==> config.mk <==
export PLATFORM = sky130hd
export DESIGN_NAME = data_ram_bridge
export DESIGN_NICKNAME = d
export VERILOG_FILES = /design/src/rtl/data_ram_bridge.sv
export SDC_FILE = /design/constraint.sdc
export NUM_CORES = 1
export LEC_CHECK = 0
export CAP_MARGIN = 20
export CORE_MARGIN = 2
export CORE_UTILIZATION = 44
export DETAILED_ROUTE_END_ITERATION = 6
export PLACE_DENSITY = 0.91
export SLEW_MARGIN = 10
export SYNTH_ARGS = -nofsm -noshare
export SYNTH_HDL_FRONTEND = slang
export SYNTH_SLANG_ARGS = --single-unit
export TNS_END_PERCENT = 50
==> constraint.sdc <==
create_clock -name clk -period 2.3 [get_ports clk]
set_input_delay 0.46 -clock clk [delete_from_list [all_inputs] [get_ports clk]]
set_output_delay 0.46 -clock clk [all_outputs]
set_load 0.005 [all_outputs]
==> src/rtl/data_ram_bridge.sv <==
// Bridges a single-cycle MEM-stage load/store onto a handshaked, variable-latency data bus.
// state | meaning: IDLE wait for request | BUSY bus access in flight | DONE result valid, pipeline advances
module data_ram_bridge #(
  parameter int unsigned TIMEOUT = 255
) (
  input  logic        clk,
  input  logic        resetn,
  input  logic        mem_ce_i,
  input  logic        mem_we_i,
  input  logic [31:0] mem_addr_i,
  input  logic [31:0] mem_wdata_i,
  output logic [31:0] mem_rdata_o,
  output logic        stall_req_o,
  output logic        align_err_o,
  output logic        timeout_o,
  output logic        bus_req_o,
  output logic        bus_we_o,
  output logic [31:0] bus_addr_o,
  output logic [31:0] bus_wdata_o,
  input  logic        bus_ack_i,
  input  logic [31:0] bus_rdata_i
);

  typedef enum logic [1:0] {IDLE, BUSY, DONE} state_t;

  localparam logic [15:0] CNT_LAST = 16'(TIMEOUT - 1);

  state_t      state_q, state_d;
  logic [15:0] cnt_q, cnt_d;
  logic        req_q, req_d;
  logic        we_q, we_d;
  logic [31:0] addr_q, addr_d;
  logic [31:0] wdata_q, wdata_d;
  logic [31:0] rdata_q, rdata_d;
  logic        timeout_q, timeout_d;
  logic        aligned;

  assign aligned = (mem_addr_i[1:0] == 2'b00);

  always_comb begin
    state_d   = state_q;
    cnt_d     = cnt_q;
    req_d     = req_q;
    we_d      = we_q;
    addr_d    = addr_q;
    wdata_d   = wdata_q;
    rdata_d   = rdata_q;
    timeout_d = 1'b0;
    case (state_q)
      IDLE: begin
        if (mem_ce_i && aligned) begin
          addr_d  = mem_addr_i;
          we_d    = mem_we_i;
          wdata_d = mem_wdata_i;
          req_d   = 1'b1;
          cnt_d   = 16'd0;
          state_d = BUSY;
        end
      end
      BUSY: begin
        if (bus_ack_i) begin
          req_d   = 1'b0;
          if (!we_q) rdata_d = bus_rdata_i;
          state_d = DONE;
        end else if (cnt_q == CNT_LAST) begin
          req_d     = 1'b0;
          rdata_d   = 32'h0;
          timeout_d = 1'b1;
          state_d   = DONE;
        end else begin
          cnt_d = cnt_q + 16'd1;
        end
      end
      // mem_ce_i here still belongs to the instruction that just completed
      DONE:    state_d = IDLE;
      default: state_d = IDLE;
    endcase
  end

  always_ff @(posedge clk or negedge resetn) begin
    if (!resetn) begin
      state_q   <= IDLE;
      cnt_q     <= 16'd0;
      req_q     <= 1'b0;
      we_q      <= 1'b0;
      addr_q    <= 32'h0;
      wdata_q   <= 32'h0;
      rdata_q   <= 32'h0;
      timeout_q <= 1'b0;
    end else begin
      state_q   <= state_d;
      cnt_q     <= cnt_d;
      req_q     <= req_d;
      we_q      <= we_d;
      addr_q    <= addr_d;
      wdata_q   <= wdata_d;
      rdata_q   <= rdata_d;
      timeout_q <= timeout_d;
    end
  end

  assign stall_req_o = ((state_q == IDLE) && mem_ce_i && aligned) || (state_q == BUSY);
  assign align_err_o = (state_q == IDLE) && mem_ce_i && !aligned;
  assign mem_rdata_o = rdata_q;
  assign timeout_o   = timeout_q;
  assign bus_req_o   = req_q;
  assign bus_we_o    = we_q;
  assign bus_addr_o  = addr_q;
  assign bus_wdata_o = wdata_q;

endmodule

==> impl_metrics.tcl <==
set metrics [dict create \
    die-area_um2 12600 \
    nets 756 \
    gp_congestion 0.877 \
    wl_mm 14.8 \
    clk_transition_reported_paths_ns 0.06 \
    dp_hpwl_mm 9.78 \
    nFillCells 779 \
    p_leak_nw 3.30 \
    grt_antenna_before_repair 0 \
    cts.sinks 117 \
    maxCapViolCount 0 \
    finalSetupViolations 0 \
    areaGrowthSynthToFinish_pct 55.0 \
    relSlewSlack_pct 58.9 \
    htreeDepth 4 \
    io_pins 202 \
    vias 4494 \
    synth_edf_count 0 \
    grt_pass1_vias 4614 \
    hold_viol_final 0 \
    syn_area_per_cell_um2 11.5 \
    synth-seq-area-share_pct 56.8 \
    required_ns 1.84 \
    rows 39 \
    ys_ff_latch 117 \
    worstPathMaxFanout 3 \
    die_h_um 112 \
    root_buffer "clkbuf_16" \
    critical_path_class "in2out" \
    grt-ovfl-total 0 \
    power.density_nw_per_um2 1010 \
    finalClockSkew_ns 0.0144 \
    worst_slew_pin_slew_ns 0.616 \
    cts_buffers 17 \
    worst-r2r-setup-slack_ns 0.22 \
    ys_types 40 \
    rsz0062_at_grt "false" \
    hold_buffers 0 \
    endpoint_kind "output port" \
    avgRoutedWirePerCell_um 18.3 \
    drtPass1Iterations 5 \
    cp_data_arrival_time_ns 1.75 \
    start_util_pct 45.2 \
    die_w_um 112 \
    dp_slack_ns -0.161 \
    tns_ns 0 \
    synth_warnings 0 \
    synthFlopType "dfrtp_1" \
    start_kind "input pin" \
    vias_per_cell 5.56 \
    clk_path_buf_depth 2 \
    drive_gt1_share_pct 8.42 \
    grt_max_degree 118 \
    fin_hold_ws_ns 0.127 \
    post-route-util_pct 70.0 \
    io_buffers 201 \
    grt_pass1_wl_mm 23.9 \
    fin_crit_sh_pct 96.2 \
    layout_setup_ws_ns 0.0867 \
    cts_tree "yes" \
    vdd_drop_max_v 0.000681 \
    grt_usage_pct 24.1 \
    syn_nets 553 \
    core_area_um2 11400 \
    slew_violations 0 \
    cts_setup_buffers 0 \
    netlist_area_um2 5160 \
    synth_cells 450 \
    max_freq_mhz 452 \
    first_iter_violations 421 \
    clk_latency_ns 0.42 \
    holdCritPathClass "in2async" \
    postRouteAntennaNets 0 \
    period_needed_ns 2.21 \
    synth-async-reset-ratio_pct 100 \
    num_antenna_cells 0 \
    status "completed" \
    post-route-drc-count 0 \
]
metal layers:
| layer | vias up | part of all wire, % | GRT usage (%) |
|---|---|---|---|
| met1 | 2231 | 38 | 27.9 |
| met2 | 201 | 53 | 42.5 |
| met3 | 35 | 6.3 | 6.64 |
| met5 | - | 0 | 0 |
| li1 | 2027 | - | - |
| met4 | 0 | 2.5 | 9.43 |
area by class of cell:
| cell class | instances | area, um^2 | share of cell area [%] |
|---|---|---|---|
| flip-flops and latches | 117 | 2930 | 36.6 |
| repair buffers | 219 | 2210 | 27.6 |
| multi-input cells | 288 | 2070 | 25.9 |
| clock buffers | 22 | 474 | 5.93 |
| well taps | 143 | 179 | 2.24 |
| clock inverters | 9 | 103 | 1.28 |
| inverters | 10 | 37.5 | 0.469 |
state kept, by name (all words and copies together), names as in the netlist:
name         count
mem_rdata_o     32
bus_we_o         1
state_q          2
timeout_o        1
cnt_q           16
bus_req_o        1
bus_wdata_o     32
bus_addr_o      32
timing repair:
action | in CTS | in global routing
gates resized for setup | 3 | 2
endpoints found under the setup margin | 2 | 27
pin swaps | 1 | 0
path summary, 6_finish.rpt:
kind	start	end	depth (start not counted)
worst max-delay path	mem_addr_i[1]	align_err_o	5
worst min-delay path	resetn	mem_rdata_o[16]	2
worst max register to register	cnt_q[4]	mem_rdata_o[10]	5
worst min register to register	bus_addr_o[29]	bus_addr_o[29]	1
max in group asynchronous	resetn	cnt_q[15]	2
min in group clk	bus_addr_o[29]	bus_addr_o[29]	1
per-stage QoR:
stage               power [mW]  cells  instance area, um^2
detailed placement        5.51    776                 7400
global route              8.50    808                 8000
floorplan                 3.87    450                 5160
global placement          5.38    776                 7400
CTS                       8.14    807                 7980
finish                    8.09    808                 8000
critical path, cell delays in order:
cell and delay, ns:
clkdlybuf4s50_1 0.48, nor2_2 0.05, buf_4 0.15, nor2_1 0.10, clkdlybuf4s50_1 0.52
power breakdown:
group          switching, mW  internal, mW
registers              0.418          2.64
clock network          0.909          1.66
logic                  0.868          1.59
total                   2.19          5.89
layout by cell type (no fill, tap or decap), types with 2 or more instances in the layout:
master / count
a211oi_1: 4
a21oi_1: 3
a221oi_1: 7
a22o_1: 32
a31oi_1: 7
and2_1: 4
and3_1: 2
and4_1: 2
buf_12: 5
buf_4: 14
bufinv_16: 2
clkbuf_1: 2
clkbuf_16: 17
clkbuf_8: 3
clkdlybuf4s50_1: 199
clkinv_2: 4
clkinvlp_4: 3
dfrtp_1: 117
ha_1: 2
inv_1: 9
mux2_1: 63
mux2i_1: 5
nand2_1: 69
nand2b_1: 4
nand3_1: 10
nand4_1: 9
nor2_1: 4
nor3_1: 3
nor4_1: 2
o21ai_0: 32
o21ai_1: 3
o22ai_1: 5
or4_1: 2
logic make-up (layout without fill, tap and decap cells):
| logic type | after synthesis | count (layout) | share of synthesized area [%] |
|---|---|---|---|
| DFF | 117 | 117 | 56.8 |
| muxes | 68 | 68 | 14.7 |
| AOI/OAI and AO/OA | 96 | 96 | 12.9 |
| adders and majority gates | 2 | 2 | 0.485 |
| buffers and inverters | 45 | 260 | 3.71 |
| and+or+nand+nor | 122 | 122 | 11.4 |
cells in the mapped netlist (2+ instances only):
library cell / instances / area, um^2
dfrtp_1: 117 / 2930
nand2_1: 69 / 259
mux2_1: 63 / 709
a22o_1: 32 / 280
o21ai_0: 32 / 160
clkbuf_1: 18 / 67.6
buf_2: 12 / 60.1
nand3_1: 11 / 55.1
inv_1: 9 / 33.8
nand4_1: 9 / 56.3
a221oi_1: 7 / 61.3
a31oi_1: 7 / 43.8
nor2_1: 6 / 22.5
mux2i_1: 5 / 50.1
o22ai_1: 5 / 31.3
a211oi_1: 4 / 30.0
and2_1: 4 / 25.0
nand2b_1: 4 / 25.0
a21oi_1: 3 / 15.0
buf_1: 3 / 11.3
nor3_1: 3 / 15.0
o21ai_1: 3 / 15.0
and3_1: 2 / 12.5
and4_1: 2 / 17.5
buf_4: 2 / 15.0
ha_1: 2 / 25.0
nor4_1: 2 / 12.5
or4_1: 2 / 15.0
Note: power is estimated with default switching activity, not from simulation.
